## config.mk

```make
export PLATFORM = sky130hd
export DESIGN_NAME = wb_timer_flat
export DESIGN_NICKNAME = d
export VERILOG_FILES = /design/src/rtl/wb_timer_if.sv /design/src/rtl/wb_timer.sv /design/src/flat_wrapper.sv
export SDC_FILE = /design/constraint.sdc
export NUM_CORES = 1
export LEC_CHECK = 0
export ABC_CLOCK_PERIOD_IN_PS = 2450
export CELL_PAD_IN_SITES_DETAIL_PLACEMENT = 1
export CELL_PAD_IN_SITES_GLOBAL_PLACEMENT = 1
export CORE_MARGIN = 10
export CORE_UTILIZATION = 41
export CTS_CLUSTER_DIAMETER = 100
export DETAILED_ROUTE_END_ITERATION = 8
export PLACE_DENSITY = 0.78
export RECOVER_POWER = 25
export SYNTH_ARGS = -nofsm -noshare
export SYNTH_HDL_FRONTEND = slang
export SYNTH_SLANG_ARGS = --single-unit
```

## constraint.sdc

```tcl
create_clock -name clk_i -period 2.45 [get_ports clk_i]
set_input_delay 0.49 -clock clk_i [delete_from_list [all_inputs] [get_ports clk_i]]
set_output_delay 0.49 -clock clk_i [all_outputs]
set_load 0.01 [all_outputs]
```

## src/rtl/wb_timer_if.sv

```systemverilog
// Wishbone pipelined bus bundle shared by the timer slave and its bus master.
interface wishbone_if #(
    parameter int unsigned AW = 32
) ();
    logic          cyc;
    logic          stb;
    logic          we;
    logic [AW-1:0] addr;
    logic [3:0]    sel;
    logic [31:0]   wdata;
    logic [31:0]   rdata;
    logic          ack;
    logic          stall;
    logic          err;
    logic          rty;

    modport MASTER (
        output cyc, stb, we, addr, sel, wdata,
        input  rdata, ack, stall, err, rty
    );

    modport SLAVE (
        input  cyc, stb, we, addr, sel, wdata,
        output rdata, ack, stall, err, rty
    );
endinterface

```

## src/rtl/wb_timer.sv

```systemverilog
// Machine timer slave: 64-bit mtime/mtimecmp, prescaled tick, level interrupt,
// single-cycle-latency Wishbone pipelined register access.
module wb_timer #(
    parameter int unsigned AW         = 32,
    parameter int unsigned PRESCALE_W = 16
) (
    input  logic      clk_i,
    input  logic      rstn_i,
    wishbone_if.SLAVE wb_if,
    output logic      timer_irq_o
);

    typedef enum logic [2:0] {
        REG_MTIME_LO = 3'd0,
        REG_MTIME_HI = 3'd1,
        REG_CMP_LO   = 3'd2,
        REG_CMP_HI   = 3'd3,
        REG_CTRL     = 3'd4,
        REG_PRESCALE = 3'd5,
        REG_RSV6     = 3'd6,
        REG_RSV7     = 3'd7
    } reg_sel_e;

    logic [63:0]           mtime_q,    mtime_d;
    logic [63:0]           mtimecmp_q, mtimecmp_d;
    logic                  en_q,       en_d;
    logic [PRESCALE_W-1:0] prescale_q, prescale_d;
    logic [PRESCALE_W-1:0] pcnt_q,     pcnt_d;
    logic                  ack_q,      ack_d;
    logic [31:0]           rdata_q,    rdata_d;
    logic                  irq_q,      irq_d;

    logic                  accept;
    logic                  wr_en;
    logic                  tick;
    reg_sel_e              reg_sel;
    logic [31:0]           rd_mux;
    logic                  unused_addr;

    function automatic logic [31:0] byte_merge(
        input logic [31:0] old_val,
        input logic [31:0] wr_val,
        input logic [3:0]  be
    );
        logic [31:0] res;
        res = old_val;
        for (int unsigned i = 0; i < 4; i++) begin
            if (be[i]) begin
                res[8*i +: 8] = wr_val[8*i +: 8];
            end
        end
        return res;
    endfunction

    assign accept      = wb_if.cyc & wb_if.stb;
    assign wr_en       = accept & wb_if.we;
    assign reg_sel     = reg_sel_e'(wb_if.addr[4:2]);
    assign tick        = en_q & (pcnt_q == prescale_q);
    // Upper bits are matched by the interconnect, byte offset bits carry no meaning.
    assign unused_addr = ^wb_if.addr;

    always_comb begin
        rd_mux = '0;
        unique case (reg_sel)
            REG_MTIME_LO: rd_mux = mtime_q[31:0];
            REG_MTIME_HI: rd_mux = mtime_q[63:32];
            REG_CMP_LO:   rd_mux = mtimecmp_q[31:0];
            REG_CMP_HI:   rd_mux = mtimecmp_q[63:32];
            REG_CTRL:     rd_mux = {31'd0, en_q};
            REG_PRESCALE: rd_mux = 32'(prescale_q);
            REG_RSV6,
            REG_RSV7:     rd_mux = '0;
        endcase
    end

    always_comb begin
        mtime_d    = mtime_q;
        mtimecmp_d = mtimecmp_q;
        en_d       = en_q;
        prescale_d = prescale_q;
        pcnt_d     = pcnt_q;

        if (en_q) begin
            if (tick) begin
                pcnt_d  = '0;
                mtime_d = mtime_q + 64'd1;
            end else begin
                pcnt_d  = pcnt_q + PRESCALE_W'(1);
            end
        end

        // A bus write to either mtime half overrides the tick for the whole 64 bits.
        if (wr_en) begin
            unique case (reg_sel)
                REG_MTIME_LO: mtime_d = {mtime_q[63:32],
                                         byte_merge(mtime_q[31:0], wb_if.wdata, wb_if.sel)};
                REG_MTIME_HI: mtime_d = {byte_merge(mtime_q[63:32], wb_if.wdata, wb_if.sel),
                                         mtime_q[31:0]};
                REG_CMP_LO:   mtimecmp_d[31:0]  = byte_merge(mtimecmp_q[31:0], wb_if.wdata, wb_if.sel);
                REG_CMP_HI:   mtimecmp_d[63:32] = byte_merge(mtimecmp_q[63:32], wb_if.wdata, wb_if.sel);
                REG_CTRL: begin
                    if (wb_if.sel[0]) begin
                        en_d = wb_if.wdata[0];
                    end
                end
                REG_PRESCALE: begin
                    prescale_d = byte_merge(32'(prescale_q), wb_if.wdata,
                                            wb_if.sel)[PRESCALE_W-1:0];
                    pcnt_d     = '0;
                end
                REG_RSV6,
                REG_RSV7: ;
            endcase
        end
    end

    always_comb begin
        ack_d   = accept;
        rdata_d = accept ? rd_mux : rdata_q;
        irq_d   = (mtime_q >= mtimecmp_q);
    end

    always_ff @(posedge clk_i or negedge rstn_i) begin
        if (!rstn_i) begin
            mtime_q    <= '0;
            mtimecmp_q <= '1;
            en_q       <= 1'b1;
            prescale_q <= '0;
            pcnt_q     <= '0;
            ack_q      <= 1'b0;
            rdata_q    <= '0;
            irq_q      <= 1'b0;
        end else begin
            mtime_q    <= mtime_d;
            mtimecmp_q <= mtimecmp_d;
            en_q       <= en_d;
            prescale_q <= prescale_d;
            pcnt_q     <= pcnt_d;
            ack_q      <= ack_d;
            rdata_q    <= rdata_d;
            irq_q      <= irq_d;
        end
    end

    assign wb_if.ack   = ack_q & wb_if.cyc;
    assign wb_if.rdata = rdata_q;
    assign wb_if.stall = 1'b0;
    assign wb_if.err   = 1'b0;
    assign wb_if.rty   = 1'b0;
    assign timer_irq_o = irq_q;

endmodule

```

## src/flat_wrapper.sv

```systemverilog
// flat-port wrapper written by rule: the top's interface ports become plain ports
module wb_timer_flat 
#(
    parameter int unsigned AW         = 32,
    parameter int unsigned PRESCALE_W = 16
)
  (clk_i, rstn_i, timer_irq_o, wb_if_cyc, wb_if_stb, wb_if_we, wb_if_addr, wb_if_sel, wb_if_wdata, wb_if_rdata, wb_if_ack, wb_if_stall, wb_if_err, wb_if_rty);
  wishbone_if #(.AW(AW)) wb_if_i ();
  input  logic clk_i;
  input  logic rstn_i;
  output logic timer_irq_o;
  input wire logic [$bits(wb_if_i.cyc)-1:0] wb_if_cyc;
  input wire logic [$bits(wb_if_i.stb)-1:0] wb_if_stb;
  input wire logic [$bits(wb_if_i.we)-1:0] wb_if_we;
  input wire logic [$bits(wb_if_i.addr)-1:0] wb_if_addr;
  input wire logic [$bits(wb_if_i.sel)-1:0] wb_if_sel;
  input wire logic [$bits(wb_if_i.wdata)-1:0] wb_if_wdata;
  output wire logic [$bits(wb_if_i.rdata)-1:0] wb_if_rdata;
  output wire logic [$bits(wb_if_i.ack)-1:0] wb_if_ack;
  output wire logic [$bits(wb_if_i.stall)-1:0] wb_if_stall;
  output wire logic [$bits(wb_if_i.err)-1:0] wb_if_err;
  output wire logic [$bits(wb_if_i.rty)-1:0] wb_if_rty;
  assign wb_if_i.cyc = wb_if_cyc;
  assign wb_if_i.stb = wb_if_stb;
  assign wb_if_i.we = wb_if_we;
  assign wb_if_i.addr = wb_if_addr;
  assign wb_if_i.sel = wb_if_sel;
  assign wb_if_i.wdata = wb_if_wdata;
  assign wb_if_rdata = wb_if_i.rdata;
  assign wb_if_ack = wb_if_i.ack;
  assign wb_if_stall = wb_if_i.stall;
  assign wb_if_err = wb_if_i.err;
  assign wb_if_rty = wb_if_i.rty;
  wb_timer #(.AW(AW), .PRESCALE_W(PRESCALE_W)) u_core (.clk_i(clk_i), .rstn_i(rstn_i), .wb_if(wb_if_i), .timer_irq_o(timer_irq_o));
endmodule
```

==> reports/results.ini <==
[run_status]
run_status=finished, violations left
failed_checks=max-capacitance violations, max-slew violations, negative setup slack

[clocking]
cts_hold_repair.buffers=0
cts_max_level=4
cts_made_buffers=17
tritoncts_clock_tree=done
clk_pin_slew_worst_paths_ps=80
clock_path_buffers=2
cts.sink_count=195
insertion_delay_ps=480
clock-root-buffer=sky130_fd_sc_hd__clkbuf_16

[floorplanning]
die_y_um=192
io-pin-count=110
chip_width_um=192
placeable_area_um2=28900
die-area_um2=36800
fp-row-count=62
floorplan.initialDensity=0.418

[routing]
routed_via_density=6.11
drt_first_iter_violations=842
avgRoutedWirePerCell_um=25.5
firstDrtPassIters=5
drt.antenna.violating_nets=0
detailroute.via_count=12000
drt_drc_violations_left=0
postRouteWirelength_um=50200

[worst_setup_path]
arrival_ps=3110
timing.critical_path.required_ps=2810
critical_path_class=reg -> reg
start_kind=register
worstSetupEndpoint=u_core.mtime_q[60]$_DFFE_PN0P_
crit_cells=7
crit_family=simple AND/OR/NAND/NOR gates
worst_r2r_startpoint=u_core.prescale_q[8]$_DFFE_PN0P_
path_buf_inv=0
critPathCaptureType=register
stage_delay_of_the_slowest_cell_on_the_critical_path_ps=640
worstRegToRegCells=7
cp_max_fo=5
timing.critical_path.slowest_stage_cell=sky130_fd_sc_hd__or4_4
crit_path_frequent_cell=sky130_fd_sc_hd__or4_4
worst_setup_path_startpoint=u_core.prescale_q[8]$_DFFE_PN0P_
regToRegEndpoint=u_core.mtime_q[60]$_DFFE_PN0P_
ff2ff_setup_slack_ps=-300
timing.critical_path.cells=xnor2_2, nand4_1, or4_4, or4_4, nor2_4, a311oi_1, a211oi_2

[sta]
fin_worst_hold_slack_ps=414
maxSlewViolCount=58
worst_clock_skew_ps=19.4
final.min_clock_period_ps=2750
setup_repair_after_global_routing_missed_its_margin=true
clock.fmax_ghz=0.363
finalSetupViolCount=47
finalCritPeriodShare=1.12
finalHoldViolCount=0
fin_ws_ps=-304
timing.max_slew.rel_slack=-0.0550
worstMarginPinSlew_ps=1580
totalNegativeSetupSlack_ps=-4350

[place]
detailed_place.area_um2=14700
place.detailed.hpwl_um=34100
placement.setup.worst_slack_ps=-346
placement.io_buffers=77
gp_routability_congestion=0.923

[grt]
antenna_found_initial=1
via_count_of_the_first_global_routing_pass=13100
grt_start_max_net_pins=65
grt_pass1_wl_um=74600
global_route.usage.total=0.262
globalRoute.totalOverflow=0

[synth]
synthCells=1301
netlist.top_cell.by_area=sky130_fd_sc_hd__dfrtp_1
synth_top_cell_area_share=0.269
synthTopCellsByArea=sky130_fd_sc_hd__dfrtp_1, sky130_fd_sc_hd__dfstp_2, sky130_fd_sc_hd__ha_1, sky130_fd_sc_hd__mux2_2, sky130_fd_sc_hd__nor2_1
synth_sequential_area_ratio=0.410
synth.most_common_cell=sky130_fd_sc_hd__nor2_1
synth_area_per_cell_um2=9.30
synthFlopType=sky130_fd_sc_hd__dfrtp_1
postSynthRegisterBits=195
post_synth_num_cell_types=68
netlist_area_um2=12100
edff_count_synth=0
ys_top_cells_by_count=sky130_fd_sc_hd__nor2_1, sky130_fd_sc_hd__dfrtp_1, sky130_fd_sc_hd__nand2_1
synthArstFlopShare=1.00
ys.warnings.count=0

[layout]
flow.area_growth_from_synthesis_pct=34.7
post_route_cells_drive_above_1_share=0.336
finish.net_count=1708
postLayoutCoreUtil=0.563
antenna_cells=0
fillCellCount=3218
fin_area_um2=16300

[power]
vdd_ir_drop_max_v=0.000520
cellPowerDensity_nw_per_um2=674
cellLeakagePower_nw=6.91

[run]
max-cap-violations=1

[hold_path]
hp-class=in -> async

==> cell type report <==
type	instances	area, µm²	share of cell area
Timing Repair Buffer	309	2620	0.161
Clock buffer	18	439	0.0270
Sequential cell	195	4960	0.305
Inverter	74	278	0.0170
Clock inverter	14	100	0.00614
Tap cell	384	480	0.0295
Multi-Input combinational cell	972	7410	0.455
==> report_power, final <==
group / internal (mW) / switching [mW] / leakage (nW)
Combinational: 1.79 / 2.04 / 4.34
Clock: 1.34 / 1.44 / 0.270
Sequential: 3.83 / 0.548 / 2.31
Total: 6.96 / 4.03 / 6.91
==> layout by cell type, fill, tap and decap left out, drive strengths merged, types with 6 or more instances in the layout <==
master / Yosys / layout
a211oi: 38 / 38
a21oi: 82 / 82
a311oi: 14 / 14
a31oi: 6 / 6
a41oi: 16 / 16
and2: 7 / 7
and3: 18 / 18
and4: 12 / 12
buf: 10 / 232
clkbuf: 52 / 21
clkdlybuf4s50: 0 / 74
dfrtp: 130 / 130
dfstp: 65 / 65
ha: 66 / 66
inv: 73 / 81
mux2: 67 / 67
mux2i: 37 / 37
nand2: 109 / 109
nand3: 48 / 48
nand4: 41 / 41
nor2: 142 / 142
nor3: 30 / 30
nor4: 15 / 15
o211ai: 6 / 6
o21a: 8 / 8
o21ai: 70 / 70
o22ai: 12 / 12
o31a: 16 / 16
xnor2: 24 / 24
xor2: 16 / 16
==> worst reg2reg max path, delay by kind of cell (launching register included) <==
kind                      cells  cell delay (ps)
xor gates and xnor gates      1              220
and+or+nand+nor               4             1550
AOI/OAI and AO/OA             2              410
DFF                           1              460
==> logic make-up (layout without fill, tap and decap cells) <==
family	after synthesis	after routing	synth area share
flops	195	195	0.410
compound gates	308	308	0.168
mux	105	105	0.0949
other cells	1	3	0.000310
buf+inv	136	415	0.0447
fa+ha+maj	66	66	0.0683
simple gates	450	450	0.184
xor+xnor	40	40	0.0296
==> per-stage QoR <==
stage               power (mW)  instances
global route              11.5       1966
detailed placement        7.56       1897
finish                    11.0       1966
floorplan                 5.94       1303
global placement          7.35       1897
CTS                       10.6       1948
==> how the worst min path moves through the flow <==
stage                                  startpoint                                 end  slack (ps)  cells after the start
2_1_floorplan                              rstn_i              u_core.ack_q$_DFF_PN0_         190                      0
3_3_place_gp   u_core.wb_if.rdata[23]$_DFFE_PN0P_  u_core.wb_if.rdata[23]$_DFFE_PN0P_         460                      2
3_5_place_dp   u_core.wb_if.rdata[30]$_DFFE_PN0P_  u_core.wb_if.rdata[30]$_DFFE_PN0P_         470                      2
4_1_cts                                    rstn_i   u_core.wb_if.rdata[0]$_DFFE_PN0P_          30                      1
5_1_grt        u_core.wb_if.rdata[26]$_DFFE_PN0P_  u_core.wb_if.rdata[26]$_DFFE_PN0P_         510                      2
6_report                                   rstn_i      u_core.mtime_q[50]$_DFFE_PN0P_         410                      1
==> metal layers <==
layer  vias up  global-route usage  routed length, µm
met5         -                   0                  0
met4         0               0.156               3080
met3       180              0.0430               2710
met2       493               0.450              25000
met1      6042               0.301              19500
li1       5290                   -                  -
==> what timing repair did <==
item / in CTS / in global routing
setup endpoints to repair: 53 / 57
gates resized for setup: 65 / 94
setup buffers: 19 / 21
pin swaps: 33 / 60
==> sequential cells by signal, summed over array words and instances, names as in the netlist <==
signal,flops
u_core.ack_q,1
u_core.mtimecmp_q,64
u_core.wb_if.rdata,32
u_core.prescale_q,16
u_core.mtime_q,64
u_core.timer_irq_o,1
u_core.en_q,1
u_core.pcnt_q,16
No activity file was read; power rests on OpenSTA's default activity.
